`config.mk`:
```
export PLATFORM = sky130hd
export DESIGN_NAME = tty_writer
export DESIGN_NICKNAME = d
export VERILOG_FILES = /design/src/rtl/tty_writer_pkg.sv /design/src/rtl/tty_writer.sv
export SDC_FILE = /design/constraint.sdc
export NUM_CORES = 1
export LEC_CHECK = 0
export CORE_ASPECT_RATIO = 2
export CORE_MARGIN = 8
export CORE_UTILIZATION = 37
export CTS_CLUSTER_SIZE = 14
export DETAILED_ROUTE_END_ITERATION = 10
export HOLD_SLACK_MARGIN = 0.02
export PLACE_DENSITY_LB_ADDON = 0.05
export REMOVE_ABC_BUFFERS = 1
export SYNTH_ARGS = -nofsm -noshare
export SYNTH_HDL_FRONTEND = slang
export SYNTH_SLANG_ARGS = --single-unit
```
`constraint.sdc`:
```
create_clock -name clk_data -period 2.3 [get_ports clk_data]
set_input_delay 0.69 -clock clk_data [delete_from_list [all_inputs] [get_ports clk_data]]
set_output_delay 0.69 -clock clk_data [all_outputs]
set_load 0.05 [all_outputs]
```
`src/rtl/tty_writer_pkg.sv`:
```
// Shared definitions for the text-terminal framebuffer writer.
//   COLS/ROWS/WPR : default screen geometry (columns, rows, 64-bit words per row)
//   state_e       : writer FSM states
//   Code*         : recognised control bytes and the printable range
//   cell_word()   : builds a 64-bit word holding one cell replicated in all four lanes
package tty_pkg;

  localparam int unsigned COLS = 128;
  localparam int unsigned ROWS = 32;
  localparam int unsigned WPR  = 32;

  // Cell layout: {1'b0, bg[2:0], fg[3:0], char[7:0]}
  localparam int unsigned CharW = 8;
  localparam int unsigned AttrW = 7;
  localparam int unsigned CellW = 1 + AttrW + CharW;

  typedef enum logic [2:0] {
    StIdle,
    StPut,
    StScrRd,
    StScrWr,
    StClrRow,
    StClrAll
  } state_e;

  localparam logic [7:0] CodeBs       = 8'h08;
  localparam logic [7:0] CodeTab      = 8'h09;
  localparam logic [7:0] CodeLf       = 8'h0A;
  localparam logic [7:0] CodeFf       = 8'h0C;
  localparam logic [7:0] CodeCr       = 8'h0D;
  localparam logic [7:0] CodeSpace    = 8'h20;
  localparam logic [7:0] CodePrintMax = 8'h7E;

  function automatic logic [4*CellW-1:0] cell_word(logic [AttrW-1:0] attr,
                                                   logic [CharW-1:0] ch);
    return {4{1'b0, attr, ch}};
  endfunction

endpackage

```
`src/rtl/tty_writer.sv`:
```
// Character stream to framebuffer writer with cursor handling and hardware scroll.
//   clk_data, irst          : clock, synchronous active-high reset
//   in_valid/in_char/in_attr: byte offered with its colour attribute
//   in_ready                : byte accepted this cycle (only when idle)
//   mem_en/mem_we/mem_addr/mem_din/mem_dout : single-port 64-bit framebuffer port
//   cur_row/cur_col         : cursor position
//   busy                    : FSM not idle
module tty_writer #(
  parameter int unsigned COLS = tty_pkg::COLS,
  parameter int unsigned ROWS = tty_pkg::ROWS,
  parameter int unsigned WPR  = tty_pkg::WPR
) (
  input  logic        clk_data,
  input  logic        irst,
  input  logic        in_valid,
  input  logic [7:0]  in_char,
  input  logic [6:0]  in_attr,
  output logic        in_ready,
  output logic        mem_en,
  output logic [7:0]  mem_we,
  output logic [10:0] mem_addr,
  output logic [63:0] mem_din,
  input  logic [63:0] mem_dout,
  output logic [4:0]  cur_row,
  output logic [6:0]  cur_col,
  output logic        busy
);
  import tty_pkg::*;

  localparam logic [4:0] LastRow    = 5'(ROWS - 1);
  localparam logic [6:0] LastCol    = 7'(COLS - 1);
  localparam logic [9:0] LastWord   = 10'(ROWS * WPR - 1);
  localparam logic [9:0] ScrollBase = 10'(WPR);
  localparam logic [9:0] LastRowBase = 10'(ROWS * WPR - WPR);

  state_e     state_q, state_d;
  logic [4:0] row_q, row_d;
  logic [6:0] col_q, col_d;
  // Shared word index: copy source during scroll, target during clears
  logic [9:0] idx_q, idx_d;
  logic [7:0] char_q, char_d;
  logic [6:0] attr_q, attr_d;

  logic       accept;
  logic       newline;
  logic [7:0] tab_col;

  assign in_ready = (state_q == StIdle) && !irst;
  assign busy     = (state_q != StIdle) && !irst;
  assign accept   = in_valid && in_ready;
  assign cur_row  = row_q;
  assign cur_col  = col_q;

  always_comb begin
    state_d  = state_q;
    row_d    = row_q;
    col_d    = col_q;
    idx_d    = idx_q;
    char_d   = char_q;
    attr_d   = attr_q;
    mem_en   = 1'b0;
    mem_we   = 8'h00;
    mem_addr = 11'd0;
    mem_din  = 64'd0;
    newline  = 1'b0;
    tab_col  = ({1'b0, col_q} | 8'h07) + 8'd1;

    unique case (state_q)
      StIdle: begin
        if (accept) begin
          char_d = in_char;
          attr_d = in_attr;
          if (in_char >= CodeSpace && in_char <= CodePrintMax) begin
            state_d = StPut;
          end else begin
            case (in_char)
              CodeCr:  col_d = 7'd0;
              CodeLf:  newline = 1'b1;
              CodeBs:  if (col_q != 7'd0) col_d = col_q - 7'd1;
              CodeTab: begin
                if (tab_col > {1'b0, LastCol}) begin
                  col_d   = 7'd0;
                  newline = 1'b1;
                end else begin
                  col_d = tab_col[6:0];
                end
              end
              CodeFf: begin
                state_d = StClrAll;
                idx_d   = 10'd0;
              end
              default: ;
            endcase
          end
        end
      end
      StPut: begin
        mem_en   = 1'b1;
        mem_addr = {1'b0, row_q, col_q[6:2]};
        mem_din  = cell_word(attr_q, char_q);
        mem_we   = 8'h03 << {col_q[1:0], 1'b0};
        state_d  = StIdle;
        if (col_q == LastCol) begin
          col_d   = 7'd0;
          newline = 1'b1;
        end else begin
          col_d = col_q + 7'd1;
        end
      end
      StScrRd: begin
        mem_en   = 1'b1;
        mem_addr = {1'b0, idx_q};
        state_d  = StScrWr;
      end
      StScrWr: begin
        // Read data from the previous cycle goes one row up
        mem_en   = 1'b1;
        mem_we   = 8'hFF;
        mem_addr = {1'b0, idx_q - ScrollBase};
        mem_din  = mem_dout;
        if (idx_q == LastWord) begin
          idx_d   = LastRowBase;
          state_d = StClrRow;
        end else begin
          idx_d   = idx_q + 10'd1;
          state_d = StScrRd;
        end
      end
      StClrRow, StClrAll: begin
        mem_en   = 1'b1;
        mem_we   = 8'hFF;
        mem_addr = {1'b0, idx_q};
        mem_din  = cell_word(attr_q, CodeSpace);
        idx_d    = idx_q + 10'd1;
        if (idx_q == LastWord) begin
          state_d = StIdle;
          if (state_q == StClrAll) begin
            row_d = 5'd0;
            col_d = 7'd0;
          end
        end
      end
      default: state_d = StIdle;
    endcase

    // Newline from LF, TAB overflow or end-of-row print; bottom row scrolls
    if (newline) begin
      if (row_q == LastRow) begin
        state_d = StScrRd;
        idx_d   = ScrollBase;
      end else begin
        row_d = row_q + 5'd1;
      end
    end

    // Reset silences the memory port immediately, even mid-scroll
    if (irst) begin
      mem_en   = 1'b0;
      mem_we   = 8'h00;
      mem_addr = 11'd0;
      mem_din  = 64'd0;
    end
  end

  always_ff @(posedge clk_data) begin
    if (irst) begin
      state_q <= StIdle;
      row_q   <= 5'd0;
      col_q   <= 7'd0;
      idx_q   <= 10'd0;
      char_q  <= 8'd0;
      attr_q  <= 7'd0;
    end else begin
      state_q <= state_d;
      row_q   <= row_d;
      col_q   <= col_d;
      idx_q   <= idx_d;
      char_q  <= char_d;
      attr_q  <= attr_d;
    end
  end

endmodule

```
==> results of run 1 <==
routing by layer:
layer	GRT usage, %	wire, um	part of all wire, %	vias up
met1	28.6	8120	31	2869
li1	-	-	-	2497
met4	14.7	2200	8.5	0
met2	50.2	13300	51	562
met5	0	0	0	-
met3	6.23	2260	8.8	196
area by class of cell:
class                           count  share of cell area (%)
Timing Repair Buffer              318                    45.2
Tap cell                          106                    1.50
Multi-Input combinational cell    451                    41.9
Clock inverter                      1                  0.0565
Clock buffer                        6                    1.45
Sequential cell                    40                    9.32
Inverter                           13                   0.607
logic make-up after synthesis:
kind of cell | count (synthesis) | synth area share [%]
AO/OA/AOI/OAI | 173 | 28.7
XOR/XNOR | 7 | 1.70
adder cells (fa/ha/maj) | 13 | 4.52
buffers and inverters | 62 | 7.31
flip-flops | 40 | 22.3
multiplexers | 1 | 0.278
other | 1 | 0.104
AND/OR/NAND/NOR | 256 | 35.1
cells in the final DEF, fill, tap and decap left out, types with 5 or more instances in the layout:
cell,n
nor2_1,21
a21oi_2,33
o21ai_0,13
buf_12,88
nor2_2,24
dfxtp_4,6
and2_1,6
nor2_4,14
nand3b_1,19
nand2_1,65
clkbuf_16,10
and2_4,8
buf_6,36
a21oi_1,30
xnor2_1,5
inv_1,9
a31oi_1,8
nand2_4,8
dfxtp_1,32
a21oi_4,39
clkdlybuf4s50_1,74
nand4_1,5
nand2b_1,8
buf_4,100
ha_1,12
nand3_1,13
nand2_2,20
worst max-delay path, stage by stage (launching register included):
cell and delay (ns):
dfxtp_4 0.37, buf_8 0.14, nor3b_4 0.30, buf_4 0.18, buf_6 0.14, nand2_1 0.09, a21oi_2 0.15, buf_6 0.13
buf_12 0.13
synth_stat cells, types with 2 or more instances:
cell type | n | share of area [%]
or2_2 | 2 | 0.35
nor3b_1 | 5 | 1.0
nand4_1 | 5 | 0.87
a311oi_1 | 3 | 0.73
a211oi_1 | 7 | 1.5
a21oi_1 | 102 | 14
o211ai_1 | 4 | 0.84
buf_2 | 3 | 0.42
nand2_1 | 96 | 10
buf_4 | 7 | 1.5
o32ai_1 | 2 | 0.49
o21ai_0 | 16 | 2.2
inv_1 | 13 | 1.4
and3_1 | 3 | 0.52
nor3_1 | 6 | 0.84
or3_1 | 3 | 0.52
nor4_1 | 4 | 0.70
nand2b_1 | 10 | 1.7
a41oi_1 | 3 | 0.73
a22oi_1 | 3 | 0.63
nand3b_1 | 19 | 4.0
or2_0 | 2 | 0.35
nand3_1 | 14 | 1.9
xnor2_1 | 6 | 1.5
clkbuf_1 | 36 | 3.8
dfxtp_1 | 40 | 22
and2_1 | 15 | 2.6
buf_1 | 3 | 0.31
a31oi_1 | 9 | 1.6
o22ai_1 | 4 | 0.70
ha_1 | 13 | 4.5
nor2_1 | 58 | 6.1
o31ai_1 | 3 | 0.63
nor2b_1 | 5 | 0.87
power groups by stage:
stage | combinational (mW) | clock, mW | sequential, mW
after floorplan | 0.0949 | 0 | 0.742
after global placement | 0.349 | 0 | 0.739
after detailed placement | 0.353 | 0 | 0.740
after CTS | 0.394 | 0.697 | 0.727
after global routing | 0.481 | 0.760 | 0.731
final | 0.468 | 0.748 | 0.730
registers in the layout, indices dropped and copies added, names as in the netlist:
| name | flops |
|---|---|
| idx_q | 10 |
| char_q | 8 |
| cur_col | 7 |
| state_q | 3 |
| attr_q | 7 |
| cur_row | 5 |
what timing repair did:
action / 4_1_cts / 5_1_grt
setup buffers: 23 / 17
setup endpoints to repair: 97 / 93
resized for setup: 201 / 154
pin swaps: 57 / 81
gates cloned: 5 / 4
path summary, 6_finish.rpt:
| check | cells past startpoint | start | to | slack, ns |
|---|---|---|---|---|
| min reg2reg | 2 | char_q[5]$_SDFFE_PP0P_ | char_q[5]$_SDFFE_PP0P_ | 0.51 |
| min | 2 | char_q[5]$_SDFFE_PP0P_ | char_q[5]$_SDFFE_PP0P_ | 0.51 |
| max reg2reg | 11 | state_q[2]$_SDFF_PP0_ | cur_col[0]$_SDFFE_PP0P_ | -0.03 |
| max | 8 | state_q[2]$_SDFF_PP0_ | mem_we[5] | -0.33 |
==> results.yml, run 1 <==
route:
  wl_per_cell_um: 27.7
  drc_errors: 0
  ant_nets: 0
  drtIter0Drc: 721
  viasPerCell: 6.55
  drt_first_pass_iters: 6
  vias: 6124
  drt_wl_total_um: 25900
timing:
  worst_slack_ns: -0.335
  clock.fmax_mhz: 380
  tightestPinTransition_ns: 0.619
  rsz0062_at_grt: "true"
  finClkSkew_ns: 0.0157
  finalCriticalPeriod_ns: 2.63
  setup_viol_count_final: 91
  hold_violations: 0
  drv_slew: 0
  fin_tns_setup_ns: -18.10
  period_share_pct: 115
  whs_ns: 0.506
  relSlewSlack_pct: 58.5
logic_synthesis:
  synth-async-reset-ratio_pct: 0
  ys_seq_area_share_pct: 22.3
  ys_seq_elements: 40
  synth_warnings: 0
  synth_edf_count: 0
  syn_area_um2: 3600
  post_synth_inst_count: 553
  syn_area_per_cell_um2: 6.50
  synth.distinct_cells: 63
  synth_ff_type: "dfxtp_1"
place:
  io_buffers: 178
  place_ws_ns: -0.536
  dp_cells: 885
  postPlaceCellArea_um2: 6880
  dp_hpwl_um: 12800
  gp_congestion: 0.922
global_route:
  grtUsageTotal_pct: 27.8
  grt_max_degree: 49
  grt_overflow: 0
  grt_pass1_wl_um: 29500
  first_global_vias: 5634
  antenna_found_initial: 0
power:
  pwr-share-comb_pct: 24.1
  p_leak_nw: 3.27
  clockPowerShare_pct: 38.4
  switching_share_pct: 30.9
  power.density_nw_per_um2: 220
  p_int_mw: 1.35
  finalPower_mw: 1.95
  p_sw_mw: 0.601
  pwr-share-seq_pct: 37.5
  ir_drop_mv: 0.279
layout:
  fillCellCount: 325
  area_growth_pct: 147
  antenna_cells: 0
  multi_input_area_um2: 3710
  layout-drive-gt1-share_pct: 54.0
  final_nets: 924
  final_cell_area_um2: 8860
  utilization_pct: 92.6
  seq_area_um2: 826
  instances_no_fill: 935
clock_network:
  cts_buffers: 5
  clkTransAtPathRegs_ns: 0.07
  insertion_delay_ns: 0.32
  hold_buffers: 0
  cts.sinks: 40
  tritoncts: "built"
  clock-root-buffer: "clkbuf_16"
  clk_path_buf_depth: 2
  htree_levels: 2
floorplan:
  initial_core_util_pct: 37.6
  rows: 51
  coreArea_um2: 9570
  die_width_um: 85.7
  die_area_um2: 13300
  die_h_um: 155
  io_pins: 180
min_path:
  min-delay-path-class: "register to register"
run_status:
  violations: "setup timing"
  run_status: "complete, but fails checks"
critical_path:
  start_kind: "register"
  crit_type: "register to primary output"
  worstPathArrival_ns: 1.94
  end_kind: "primary output"
  cp.required_ns: 1.61
  cp_max_fo: 6
run:
  drv_cap: 0
Power figures use the tool's default switching activity.
==> inputs of run 2 (changes only) <==
--- a/config.mk
+++ b/config.mk
@@ -10,7 +10,6 @@
 export CORE_UTILIZATION = 37
 export CTS_CLUSTER_SIZE = 14
 export DETAILED_ROUTE_END_ITERATION = 10
-export HOLD_SLACK_MARGIN = 0.02
 export PLACE_DENSITY_LB_ADDON = 0.05
 export REMOVE_ABC_BUFFERS = 1
 export SYNTH_ARGS = -nofsm -noshare
==> results of run 2 <==
Final layout, timing and power as in run 1 (identical DEF).
